## src/rtl/ps2_pkg.sv

```systemverilog
// Shared types and constants for the PS/2 keyboard receiver.
// The FSM state encoding, frame geometry and default filter/timeout values live here.
package ps2_pkg;

    localparam int PS2_FRAME_BITS      = 11;
    localparam int PS2_DATA_BITS       = 8;
    localparam int PS2_FILTER_LEN_DEF  = 8;
    localparam int PS2_TIMEOUT_DEF     = 50000;
    localparam int PS2_TMO_W           = 17;

    typedef enum logic [1:0] {
        ST_IDLE,
        ST_DATA,
        ST_PARITY,
        ST_STOP
    } ps2_state_e;

    // Odd parity: data bits plus the parity bit must hold an odd number of ones.
    function automatic logic parity_ok(input logic [PS2_DATA_BITS-1:0] d, input logic p);
        return ^{d, p};
    endfunction

endpackage

```

## src/rtl/ps2_line_filter.sv

```systemverilog
// Synchronizes both PS/2 pins, debounces the device clock and flags its falling edges.
// fall is a registered one-cycle flag; data is the synchronized data pin in that cycle.
module ps2_line_filter
    import ps2_pkg::*;
#(
    parameter int FILTER_LEN = PS2_FILTER_LEN_DEF
) (
    input  logic clk,
    input  logic rst_n,
    input  logic ps2_clk,
    input  logic ps2_data,
    output logic fall,
    output logic data
);

    localparam int CNT_W = $clog2(FILTER_LEN);

    logic [1:0]       clk_sync;
    logic [1:0]       data_sync;
    logic             fclk;
    logic [CNT_W-1:0] run_cnt;

    assign data = data_sync[1];

    // run_cnt counts consecutive synchronized samples that disagree with fclk;
    // fclk flips only once FILTER_LEN of them have been seen in a row.
    always_ff @(posedge clk or negedge rst_n) begin
        if (!rst_n) begin
            clk_sync  <= 2'b11;
            data_sync <= 2'b11;
            fclk      <= 1'b1;
            run_cnt   <= '0;
            fall      <= 1'b0;
        end else begin
            // NOTE: non-blocking assignments here so every flop samples the pre-edge value of its neighbour.
            clk_sync  <= {clk_sync[0], ps2_clk};
            data_sync <= {data_sync[0], ps2_data};
            fall      <= 1'b0;
            if (clk_sync[1] == fclk) begin
                run_cnt <= '0;
            end else if (run_cnt == CNT_W'(FILTER_LEN - 1)) begin
                fclk    <= clk_sync[1];
                run_cnt <= '0;
                fall    <= fclk;
            end else begin
                run_cnt <= run_cnt + 1'b1;
            end
        end
    end

endmodule

```

## src/rtl/ps2_receiver.sv

```systemverilog
// PS/2 keyboard frame receiver: framing, odd-parity check and inter-bit timeout.
// Good scan codes are held on code_out with a one-cycle code_valid strobe.
module ps2_receiver
    import ps2_pkg::*;
#(
    parameter int FILTER_LEN     = PS2_FILTER_LEN_DEF,
    parameter int TIMEOUT_CYCLES = PS2_TIMEOUT_DEF
) (
    input  logic                     clk,
    input  logic                     rst_n,
    input  logic                     ps2_clk,
    input  logic                     ps2_data,
    output logic [PS2_DATA_BITS-1:0] code_out,
    output logic                     code_valid,
    output logic                     parity_err,
    output logic                     frame_err
);

    logic                     fall;
    logic                     data;
    ps2_state_e               state;
    logic [2:0]               bit_cnt;
    logic [PS2_DATA_BITS-1:0] shift_reg;
    logic                     par_bit;
    logic [PS2_TMO_W-1:0]     tmo_cnt;
    logic                     tmo_hit;

    ps2_line_filter #(
        .FILTER_LEN (FILTER_LEN)
    ) u_line_filter (
        .clk      (clk),
        .rst_n    (rst_n),
        .ps2_clk  (ps2_clk),
        .ps2_data (ps2_data),
        .fall     (fall),
        .data     (data)
    );

    // Fires on the TIMEOUT_CYCLES-th consecutive idle cycle after a fall.
    assign tmo_hit = (tmo_cnt == PS2_TMO_W'(TIMEOUT_CYCLES - 1));

    always_ff @(posedge clk or negedge rst_n) begin
        if (!rst_n) begin
            state      <= ST_IDLE;
            bit_cnt    <= '0;
            shift_reg  <= '0;
            par_bit    <= 1'b0;
            tmo_cnt    <= '0;
            code_out   <= '0;
            code_valid <= 1'b0;
            parity_err <= 1'b0;
            frame_err  <= 1'b0;
        end else begin
            code_valid <= 1'b0;
            parity_err <= 1'b0;
            frame_err  <= 1'b0;

            if (state == ST_IDLE || fall) tmo_cnt <= '0;
            else                          tmo_cnt <= tmo_cnt + 1'b1;

            if (state != ST_IDLE && !fall && tmo_hit) begin
                state     <= ST_IDLE;
                bit_cnt   <= '0;
                shift_reg <= '0;
                frame_err <= 1'b1;
            end else if (fall) begin
                unique case (state)
                    ST_IDLE: begin
                        if (!data) begin
                            state     <= ST_DATA;
                            bit_cnt   <= '0;
                            shift_reg <= '0;
                        end
                    end
                    ST_DATA: begin
                        shift_reg[bit_cnt] <= data;
                        if (bit_cnt == 3'(PS2_DATA_BITS - 1)) state <= ST_PARITY;
                        else                                  bit_cnt <= bit_cnt + 1'b1;
                    end
                    ST_PARITY: begin
                        par_bit <= data;
                        state   <= ST_STOP;
                    end
                    ST_STOP: begin
                        // A bad stop bit outranks a parity failure.
                        if (!data)                          frame_err  <= 1'b1;
                        else if (parity_ok(shift_reg, par_bit)) begin
                            code_out   <= shift_reg;
                            code_valid <= 1'b1;
                        end else                            parity_err <= 1'b1;
                        state     <= ST_IDLE;
                        bit_cnt   <= '0;
                        shift_reg <= '0;
                    end
                    default: state <= ST_IDLE;
                endcase
            end
        end
    end

endmodule

```

## config.mk

```make
export PLATFORM = sky130hd
export DESIGN_NAME = ps2_receiver
export DESIGN_NICKNAME = d
export VERILOG_FILES = /design/src/rtl/ps2_pkg.sv /design/src/rtl/ps2_line_filter.sv /design/src/rtl/ps2_receiver.sv
export SDC_FILE = /design/constraint.sdc
export NUM_CORES = 1
export LEC_CHECK = 0
export BUFFER_PORTS_ARGS = -buffer_cell sky130_fd_sc_hd__buf_4
export CAP_MARGIN = 20
export CORE_UTILIZATION = 30
export CTS_CLUSTER_SIZE = 8
export DETAILED_ROUTE_END_ITERATION = 10
export PLACE_DENSITY = 0.43
export SETUP_SLACK_MARGIN = 0.4
export SYNTH_ARGS = -nofsm -noshare
export SYNTH_HDL_FRONTEND = slang
export SYNTH_SLANG_ARGS = --single-unit
```

## constraint.sdc

```tcl
create_clock -name clk -period 5.5 [get_ports clk]
set_input_delay 0 -clock clk [delete_from_list [all_inputs] [get_ports clk]]
set_output_delay 0 -clock clk [all_outputs]
set_load 0.005 [all_outputs]
```

Word-level counts from Yosys, hierarchy flattened --
Cells that the tools add are included.
Operators by class: add/sub/neg operators 3, bitwise gates (word level) 2, magnitude comparators 2, reduce and logical (&&, ||, !) cells 16, muxes and demuxes 36, equal/unequal tests 10
Operator list (number):
- 2-to-1 mux 8 bit | 3
- one-hot mux 8 bit (3 select lines) | 1
- 2-to-1 mux 3 bit | 6
- adder 17 x 1 -> 17 bit (second input constant) | 1
- equality test 17 x 16 -> 1 bit (second input constant) | 1
- 2-to-1 mux 1 bit | 17
- 2-to-1 mux 17 bit | 1
- != test 3 bit (second input constant) | 3
- one-hot mux 3 bit (3 select lines) | 1
- AND reduction 3 bit | 3
- parity 9 bit | 1
- bitwise mux 8 bit | 1
- 2-to-1 mux 2 bit | 4
- one-hot mux 2 bit (4 select lines) | 1
- adder 3 x 1 -> 3 bit (second input constant) | 2
- equality test 3 bit (second input constant) | 2
- AND reduction 5 bit | 1
- equality test 2 bit (second input constant) | 2
- < comparator 3 x 4 -> 1 bit (second input constant) | 1
- AND reduction 4 bit | 1
- nonzero test 2 bit | 2
- nonzero test 4 bit | 1
- demux 1 bit (select 3 bit) | 1
- >= comparator 3 x 1 -> 1 bit (second input constant) | 1
- other kinds (8) | 11
Storage, ports and cells: word-level logic and storage cells 83, output and inout bits 11, register bits after elaboration 51, input port bits 4

Depth between registers and ports, before layout --
Gate-level depths: netlist of run 1.
depth after elaboration 8, depth in mapped cells 8, gate-level depth less buffers 7

Cells and area by module --
From an unflattened synthesis of run 1, not the netlist that was laid out.
Unflattened totals: cells, all modules 231, area total of the unflattened synthesis 2446.1 µm²
Modules (own cells, without submodules):
- ps2_receiver | cells an instance 214, instances 1, sequential area each 1051.0 µm², area an instance 2134.5 µm²
- ps2_line_filter | cells an instance 17, instances 1, sequential area each 231.5 µm², area an instance 311.5 µm²

Worst setup path after synthesis of run 1 --
Ideal clock, no wire load.
path kind reg2reg, start reg state[0], end reg bit_cnt[0], clock period less this slack 2018 ps, setup slack 3482 ps, stages on the path, launching flop included 8, arrival 1893 ps, data required time 5375 ps, buffers on the path 1, library setup time 125 ps, path through dfrtp_1 -> inv_1 -> ha_1 -> or2_1 -> buf_2 -> nor4_1 -> o21ai_0 -> mux2_2
Between the ends: longest elaborated chain between the ends 5, elaborated cells on any way between the ends 14, classes of those cells eq/ne (4); mux (3); reduce/logical (7)
RTL lines:
- start, declared | RTL line ps2_receiver.sv:21 | ps2_state_e state;
- start signal, assigned | RTL line ps2_receiver.sv:44 | state <= ST_IDLE;
- start signal, assigned | RTL line ps2_receiver.sv:62 | state <= ST_IDLE;
- start signal, assigned | RTL line ps2_receiver.sv:70 | state <= ST_DATA;
- nonzero test 2 bit | RTL line ps2_receiver.sv:61 | if (state != ST_IDLE && !fall && tmo_hit) begin
- logical AND 1 bit (2 in series) | RTL line ps2_receiver.sv:61
- != test 3 bit (no line), or another cell as far along
- AND reduction 4 bit (no line)
- end signal, assigned | RTL line ps2_receiver.sv:78 | else bit_cnt <= bit_cnt + 1'b1;
- end, declared | RTL line ps2_receiver.sv:22 | logic [2:0] bit_cnt;
Parallel ways exist; a longest one is shown, timed or not. The select of a mux whose other input is x is not followed. A chain may end at the register's enable or synchronous reset.

Worst setup path after layout of run 1 --
Ends and elaborated chain as after synthesis.

==> results.py, run 1 <==
metrics = {
    "logic_synthesis": {
        "synth_top_cells_by_area": "dfrtp_1 (47%), xnor2_1 (5.7%), dfstp_2 (5.3%)",
        "netlist_top_cells_count": "dfrtp_1 (46), nor2_1 (22), xnor2_1 (16), o21ai_0 (14), nand2_1 (11)",
        "yosysUniqueCellTypes": 36,
        "synth_flop_cell": "dfrtp_1",
        "synth.avg_cell_area_um2": 10.8,
        "synth_edf_count": 0,
        "yosys_warnings": 0,
        "yosys_register_bits": 51,
        "syn_nets": 241,
        "synth_largest_area_cell": "dfrtp_1",
        "synth_top_area_share_pct": 46.7,
        "syn_area_mm2": 0.00246,
        "synth.most_common_cell": "dfrtp_1",
        "syn_inst": 228,
        "seq_area_frac_synth_pct": 52.1,
        "async_flop_share_pct": 100,
    },
    "global_route": {
        "grt_antenna_before_repair": 0,
        "grt-ovfl-total": 0,
        "grt_pass1_vias": 1629,
        "grt_pass1_wl_um": 8090,
        "grt_max_degree": 52,
        "grt_usage_pct": 11.9,
    },
    "critical_path": {
        "critPathKind": "reg -> reg",
        "cp-start-kind": "flop",
        "cp.required_ps": 5690,
        "cp_max_fo": 18,
        "cp-end-kind": "flop",
        "arrival_ps": 2600,
    },
    "sta": {
        "setup_slack_ps": 3090,
        "worst_clock_skew_ps": 12.2,
        "period_needed_ps": 2410,
        "rsz0062_at_grt": "no",
        "hold_viol_final": 0,
        "max_freq_mhz": 416,
        "worst_pin_slew_ps": 663,
        "final-max-slew-violation-count": 0,
        "setup_violations": 0,
        "max_slew_margin_pct": 55.5,
        "fin_setup_tns_ps": 0,
        "finalCritPeriodShare_pct": 43.7,
    },
    "clock_network": {
        "cts_tree": "done",
        "insertion_delay_ps": 310,
        "post_cts_resized": 0,
        "htreeDepth": 2,
        "clk_path_buf_depth": 2,
        "numCtsBuffers": 5,
        "cts.sinks": 51,
        "clkTransAtPathRegs_ps": 100,
        "cts_root_buf": "clkbuf_8",
    },
    "drt": {
        "ant_nets": 0,
        "wirelength_um": 4660,
        "route.detailed.drc": 0,
        "dr.pass1.iters": 4,
        "drt-initial-drc-count": 99,
        "routedWlPerCell_um": 13.4,
        "vias": 1633,
        "viasPerCell": 4.71,
    },
    "power": {
        "peakVddDrop_uv": 138,
        "total_power_uw": 878,
        "power.share.sequential_pct": 49.6,
        "power_frac_comb_pct": 15.2,
        "leakagePower_uw": 0.00123,
        "p_sw_share_pct": 26.5,
        "power.density_mw_per_mm2": 310,
        "intPower_uw": 646,
        "pwr-share-clk_pct": 35.1,
        "p_switching_uw": 233,
    },
    "floorplanning": {
        "start_util_pct": 31.4,
        "rows": 32,
        "coreArea_mm2": 0.00785,
        "die_x_um": 92.6,
        "die_area_mm2": 0.00858,
        "pin_count": 15,
        "die_y_um": 92.6,
    },
    "place": {
        "place_area_mm2": 0.00267,
        "hpwl_um": 3060,
        "place_ws_ps": 3080,
        "gp_congestion": 0.721,
        "io_buffers": 14,
    },
    "final_layout": {
        "nets": 257,
        "post-route-cell-area_mm2": 0.00283,
        "n_antenna_cell": 0,
        "num-fill-cells": 810,
        "largest_register_ffs": 17,
        "drive_gt1_share_pct": 17.6,
        "area_growth_pct": 14.8,
    },
    "flow_run": {
        "drv_cap": 0,
    },
    "run_status": {
        "outcome": "complete, no violations",
    },
    "min_path": {
        "hold_class": "in -> async",
    },
}
[layer usage]
metal,global-route usage [%],part of all wire [%],wire length (um)
met4,3.46,1.2,58
met5,0,0,0
met1,17.1,54,2530
met3,2.46,2.2,102
met2,18.0,42,1970
[cell families (layout without fill, tap and decap cells)]
| family | count (synthesis) | in the layout | share of synthesized area [%] |
|---|---|---|---|
| xor+xnor | 23 | 23 | 8.48 |
| flops | 51 | 51 | 52.1 |
| fa+ha+maj | 9 | 9 | 4.57 |
| mux | 11 | 11 | 5.49 |
| buf+inv | 17 | 34 | 2.74 |
| compound gates | 41 | 41 | 10.9 |
| simple gates | 76 | 76 | 15.8 |
[path summary, 6_finish.rpt]
kind | start | to | slack (ps) | cells after the start
worst min-delay path | rst_n | code_out[0] | 260 | 2
worst min register to register | u_line_filter.clk_sync[0] | u_line_filter.clk_sync[1] | 360 | 0
max in group asynchronous | rst_n | bit_cnt[2] | 4800 | 2
worst max-delay path | state[0] | bit_cnt[0] | 3090 | 7
min in group clk | ps2_data | u_line_filter.data_sync[0] | 340 | 2
worst max register to register | state[0] | bit_cnt[0] | 3090 | 7
[cell usage in the layout (no fill, tap or decap), types with 8 or more instances in the layout]
master and count:
o2bb2ai_1 8, nand2_1 11, nor2_1 22, xnor2_1 16, a21oi_1 10, mux2_2 10
nand3_1 9, dfrtp_1 46, inv_1 8, buf_4 15, o21ai_0 14, ha_1 9
[metrics by stage]
| step | cells | hold WS [ps] | utilization [%] |
|---|---|---|---|
| floorplan | 228 | -296 | - |
| global placement | 336 | 95.6 | 34.0 |
| detailed placement | 336 | 94.1 | 34.0 |
| CTS | 347 | 292 | 36.0 |
| global route | 347 | 328 | 36.0 |
| finish | 347 | 260 | 36.0 |
[critical path, cell delays in order (launching register included)]
cell	delay [ps]
dfrtp_1	420
inv_1	80
ha_1	270
or2_1	500
nor4_1	350
buf_4	220
o21ai_0	150
mux2_2	300
[power groups by stage]
stage	combinational (uW)	sequential, uW	clock [uW]
after CTS	137	436	324
after global placement	134	442	0
after global routing	158	442	333
after detailed placement	135	444	0
after floorplan	106	437	0
final	134	436	309
[what timing repair did]
action / in CTS / in global routing
endpoints found under the hold margin: 48 / 0
hold buffers: 3 / 0
buffers inserted: 0 / 0
[cell type report]
class                      instances  area (um2)  area share (%)
timing repair buffer              18         143            5.04
clock buffer                       6        72.6            2.57
multi-input combinational        160        1110            39.4
clock inverter                     2        60.1            2.12
sequential                        51        1280            45.3
inverter                           8        30.0            1.06
tap                              102         128            4.51
(Power assumes the default switching activity.)
==> run 2, diff against run 1 <==
Clock period 5.5 ns to 2.3 ns, I/O delays scaled along.
==> run 2 against run 1 <==
  * Core utilization increased by 3.4 points
  * Clock skew is 3.6 ps higher
  * Via count is 4.5% higher
  * Combinational power rose to 3.1 times the previous value
  * Routed wire length rose by 2.1%
  * Cell area up 9.6%
  * Power grew 150%
  * Sequential cell count did not move
  * First-iteration DRC count is 44% lower
  * Critical path depth down 1
  * Sequential share of layout area decreased by 4.0 points
  * Global-route usage rose by 0.26 points
  * Highest routed layer unchanged
==> results.py, run 2 (synthesized netlist as in run 1, its figures left out) <==
metrics = {
    "critical_path": {
        "cp.required_ps": 2490,
        "cp_max_fo": 8,
        "cp-start-kind": "flop",
        "worst-path-buf-inv": 1,
        "path_common_cell": "xnor2_2",
        "startpoint": "par_bit",
        "cp-end-kind": "flop",
        "critPathKind": "reg -> reg",
        "slowest_delay_ps": 430,
        "cp_slowest_cell": "dfrtp_1",
        "timing.rr.start": "par_bit",
        "arrival_ps": 2070,
        "crit_path_cell_trace": "xnor2_2 -> xnor2_2 -> xnor2_2 -> mux2i_4 -> buf_12 -> mux2_4",
        "path_delay_family": "multiplexers",
    },
    "final_layout": {
        "layout_common_cells": "dfrtp_1 (46), buf_4 (30), nor2_1 (22)",
        "n_antenna_cell": 0,
        "largest_register_ffs": 17,
        "final_common_cell": "dfrtp_1",
        "drive_gt1_share_pct": 29.8,
        "nets": 274,
        "instances_no_fill": 364,
        "area_growth_pct": 25.8,
        "finish.utilization_pct": 39.5,
    },
    "global_route": {
        "grt_pass1_vias": 1683,
        "grt_antenna_before_repair": 0,
        "grt-ovfl-total": 0,
        "grt_max_degree": 52,
        "grt_pass1_wl_um": 8180,
        "grt_usage_pct": 12.2,
    },
    "floorplanning": {
        "die_x_um": 92.6,
        "die_area_mm2": 0.00858,
        "rows": 32,
        "start_util_pct": 31.4,
        "coreArea_mm2": 0.00785,
        "die_y_um": 92.6,
        "pin_count": 15,
    },
    "clock_network": {
        "clk_path_buf_depth": 2,
        "numCtsBuffers": 5,
        "cts_tree": "done",
        "insertion_delay_ps": 310,
        "htreeDepth": 2,
        "clkTransAtPathRegs_ps": 100,
        "cts.sinks": 51,
        "cts_root_buf": "clkbuf_8",
    },
    "sta": {
        "final-max-slew-violation-count": 0,
        "worst_pin_slew_ps": 674,
        "max_freq_mhz": 532,
        "fin_setup_tns_ps": 0,
        "max_slew_margin_pct": 55.1,
        "hold_viol_final": 0,
        "setup_violations": 0,
        "worst_clock_skew_ps": 15.8,
        "period_needed_ps": 1880,
        "rsz0062_at_grt": "yes",
        "finalCritPeriodShare_pct": 81.7,
    },
    "drt": {
        "drt-initial-drc-count": 55,
        "vias": 1706,
        "routedWlPerCell_um": 13.1,
        "ant_nets": 0,
        "viasPerCell": 4.69,
        "route.detailed.drc": 0,
        "wirelength_um": 4750,
        "dr.pass1.iters": 4,
    },
    "min_path": {
        "hold_class": "in -> async",
    },
    "place": {
        "hpwl_um": 3140,
        "gp_congestion": 0.705,
        "post-place-cells": 340,
        "io_buffers": 14,
    },
    "power": {
        "power.density_mw_per_mm2": 706,
        "leakagePower_uw": 0.00135,
        "peakVddDrop_uv": 350,
    },
    "flow_run": {
        "drv_cap": 0,
    },
    "run_status": {
        "outcome": "complete, no violations",
    },
}
## run 2: final cells by class
class | instances | area, um2
clock inverters | 2 | 60.1
inverters | 8 | 30.0
clock buffers | 6 | 72.6
well taps | 102 | 128
fillers | 782 | 4750
multi-input cells | 160 | 1240
flip-flops and latches | 51 | 1280
repair buffers | 35 | 287
## run 2: stage by stage
| step | hold WS (ps) | total power, uW | area [um2] | setup slack (ps) |
|---|---|---|---|---|
| after global placement | 88.5 | 1410 | 2710 | 249 |
| final | 235 | 2190 | 3100 | 421 |
| after CTS | 277 | 2170 | 2970 | 404 |
| after global routing | 315 | 2310 | 3100 | 314 |
| after floorplan | -296 | 1310 | 2480 | 432 |
| after detailed placement | 84.6 | 1410 | 2710 | 256 |
## run 2: per-layer routing
metal / part of all wire [%] / vias up / track usage (%)
li1: - / 854 / -
met1: 47 / 826 / 15.7
met2: 49 / 19 / 20.2
met3: 3.0 / 7 / 2.96
met4: 1.2 / 0 / 3.46
met5: 0 / - / 0
## run 2: power by group
part | switching (uW) | internal (uW)
clock network | 296 | 435
registers | 59.9 | 982
logic | 221 | 193
## run 2: final timing paths
check	endpoint	slack [ps]	cells after the start
worst max register to register	code_out[1]	420	6
worst max-delay path	code_out[1]	420	6
min in group clk	u_line_filter.data_sync[0]	340	2
worst min register to register	u_line_filter.clk_sync[1]	360	0
max in group asynchronous	tmo_cnt[1]	1580	2
worst min-delay path	code_out[7]	240	2
## run 2: repair_timing
action / in CTS / in global routing
setup buffers: 8 / 5
endpoints found under the hold margin: 48 / 0
hold buffers: 3 / 0
resized for setup: 3 / 31
setup endpoints to repair: 19 / 19
pin swaps: 3 / 23
## run 2: worst register-to-register path: cells and delay by family (launching register included)
kind                      cells  cell delay [ps]
buffers and inverters         1              160
muxes                         2              590
DFF                           1              430
xor gates and xnor gates      3              580
==> run 3, diff against run 2 <==
Settings changed: PLACE_DENSITY 0.43 to 0.45.
Clock period 2.3 ns to 1.6 ns, I/O delays scaled along.
==> run 3 against run 2 <==
  * The run now ends with setup timing left
  * Worst setup slack worse by 660 ps
  * First-iteration DRC count down 3.6%
  * Sequential cell count stayed put
  * Critical path depth did not move
  * Maximum frequency increased by 2.1%
  * Die area unchanged
  * Highest routed layer unchanged
==> results.py, run 3 (synthesized netlist as in run 1, its figures left out) <==
metrics = {
    "run_status": {
        "outcome": "finished, violations left",
        "violations": "setup timing",
    },
    "clock_network": {
        "insertion_delay_ps": 300,
        "clkTransAtPathRegs_ps": 90,
        "cts.sinks": 51,
        "cts_root_buf": "clkbuf_8",
        "numCtsBuffers": 5,
        "htreeDepth": 2,
        "cts_tree": "done",
        "clk_path_buf_depth": 2,
    },
    "floorplanning": {
        "pin_count": 15,
        "die_area_mm2": 0.00858,
        "die_x_um": 92.6,
        "start_util_pct": 31.4,
        "die_y_um": 92.6,
        "rows": 32,
        "coreArea_mm2": 0.00785,
    },
    "final_layout": {
        "layout_common_cells": "buf_4 (62), dfrtp_1 (44), buf_6 (20)",
        "drive_gt1_share_pct": 55.1,
        "nets": 328,
        "final_common_cell": "buf_4",
        "n_antenna_cell": 0,
        "instances_no_fill": 418,
        "area_growth_pct": 60.8,
        "largest_register_ffs": 17,
        "num-fill-cells": 711,
    },
    "global_route": {
        "grt_pass1_vias": 1980,
        "grt_antenna_before_repair": 0,
        "grt_pass1_wl_um": 9400,
        "grt_max_degree": 52,
        "grt-ovfl-total": 0,
        "grt_usage_pct": 13.8,
    },
    "place": {
        "gp_congestion": 0.713,
        "hpwl_um": 3480,
        "io_buffers": 14,
        "post-place-cells": 378,
    },
    "critical_path": {
        "crit_path_cell_trace": "xnor2_2 -> xnor2_2 -> xnor2_2 -> mux2i_4 -> buf_12 -> mux2_4",
        "worst-path-buf-inv": 1,
        "arrival_ps": 2030,
        "startpoint": "shift_reg[1]",
        "r2r_end": "code_out[0]",
        "critPathKind": "reg -> reg",
        "worst-path-stages": 6,
        "cp.required_ps": 1790,
        "endpoint": "code_out[0]",
        "slowest_delay_ps": 410,
        "cp_slowest_cell": "dfrtp_1",
        "cp_max_fo": 8,
        "ff2ff_path_depth": 6,
        "cp-end-kind": "flop",
        "timing.rr.start": "shift_reg[1]",
        "ff2ff_setup_slack_ps": -240,
        "cp-start-kind": "flop",
        "path_common_cell": "xnor2_2",
        "path_delay_family": "multiplexers",
    },
    "sta": {
        "hold_viol_final": 0,
        "setup_violations": 30,
        "max_freq_mhz": 543,
        "setup_slack_ps": -241,
        "worst_pin_slew_ps": 640,
        "fin_setup_tns_ps": -3830,
        "finalCritPeriodShare_pct": 115,
        "worst_clock_skew_ps": 8.84,
        "max_slew_margin_pct": 57.4,
        "rsz0062_at_grt": "yes",
        "final-max-slew-violation-count": 0,
        "period_needed_ps": 1840,
        "timing.hold.ws_ps": 264,
    },
    "power": {
        "power.density_mw_per_mm2": 962,
        "peakVddDrop_uv": 917,
        "leakagePower_uw": 0.00176,
        "total_power_uw": 3810,
    },
    "drt": {
        "route.detailed.drc": 0,
        "ant_nets": 0,
        "wirelength_um": 5470,
        "viasPerCell": 4.62,
        "routedWlPerCell_um": 13.1,
        "vias": 1930,
        "dr.pass1.iters": 3,
        "drt-initial-drc-count": 53,
    },
    "flow_run": {
        "drv_cap": 0,
    },
    "min_path": {
        "hold_class": "in -> async",
    },
}
[run 3: cell count changes in the layout (fill, tap and decap cells not counted), sizes merged]
cell	delta
buf	+54
bufinv	-2
clkinv	+1
clkinvlp	+1
[run 3: timing repair]
item	4_1_cts	5_1_grt
endpoints found under the setup margin	42	42
resized for setup	61	34
endpoints found under the hold margin	48	0
buffers inserted	15	13
pin swaps	28	20
cloned	1	0
hold buffers	3	0
[run 3: layout make-up]
class / count / area, um2 / share of cell area [%]
repair buffers: 89 / 808 / 20.4
multi-input cells: 160 / 1610 / 40.7
clock inverters: 2 / 16.3 / 0.410
clock buffers: 6 / 82.6 / 2.08
flip-flops and latches: 51 / 1280 / 32.4
inverters: 8 / 30.0 / 0.758
well taps: 102 / 128 / 3.22
[run 3: worst min path at each step]
stage | end | start | slack, ps
floorplan | bit_cnt[0] | rst_n | -300
global placement | frame_err | rst_n | 80
detailed placement | parity_err | rst_n | 80
CTS | code_out[1] | rst_n | 290
global route | shift_reg[6] | rst_n | 320
finish | frame_err | rst_n | 260
[run 3: per-layer routing]
metal	GRT usage (%)	routed length [um]	vias up	part of all wire (%)
met5	0	0	-	0
met4	3.08	36	0	0.66
met3	2.71	110	4	2.0
met2	24.3	2800	15	51
met1	17.5	2520	946	46
li1	-	-	965	-
[run 3: report_power, final]
| group | switching (uW) | internal [uW] | leakage, uW | total, uW |
|---|---|---|---|---|
| clock network | 433 | 354 | 0.0000474 | 786 |
| logic | 646 | 880 | 0.00103 | 1530 |
| registers | 83.8 | 1410 | 0.000680 | 1500 |
| total | 1160 | 2650 | 0.00176 | 3810 |
[run 3: through the flow]
step                instance area (um2)  setup slack, ps  utilization, %
global route                       3960             -329            50.5
floorplan                          2630             -215               -
CTS                                3650             -285            46.5
global placement                   3140             -288            40.0
detailed placement                 3140             -315            40.0
finish                             3960             -241            50.5
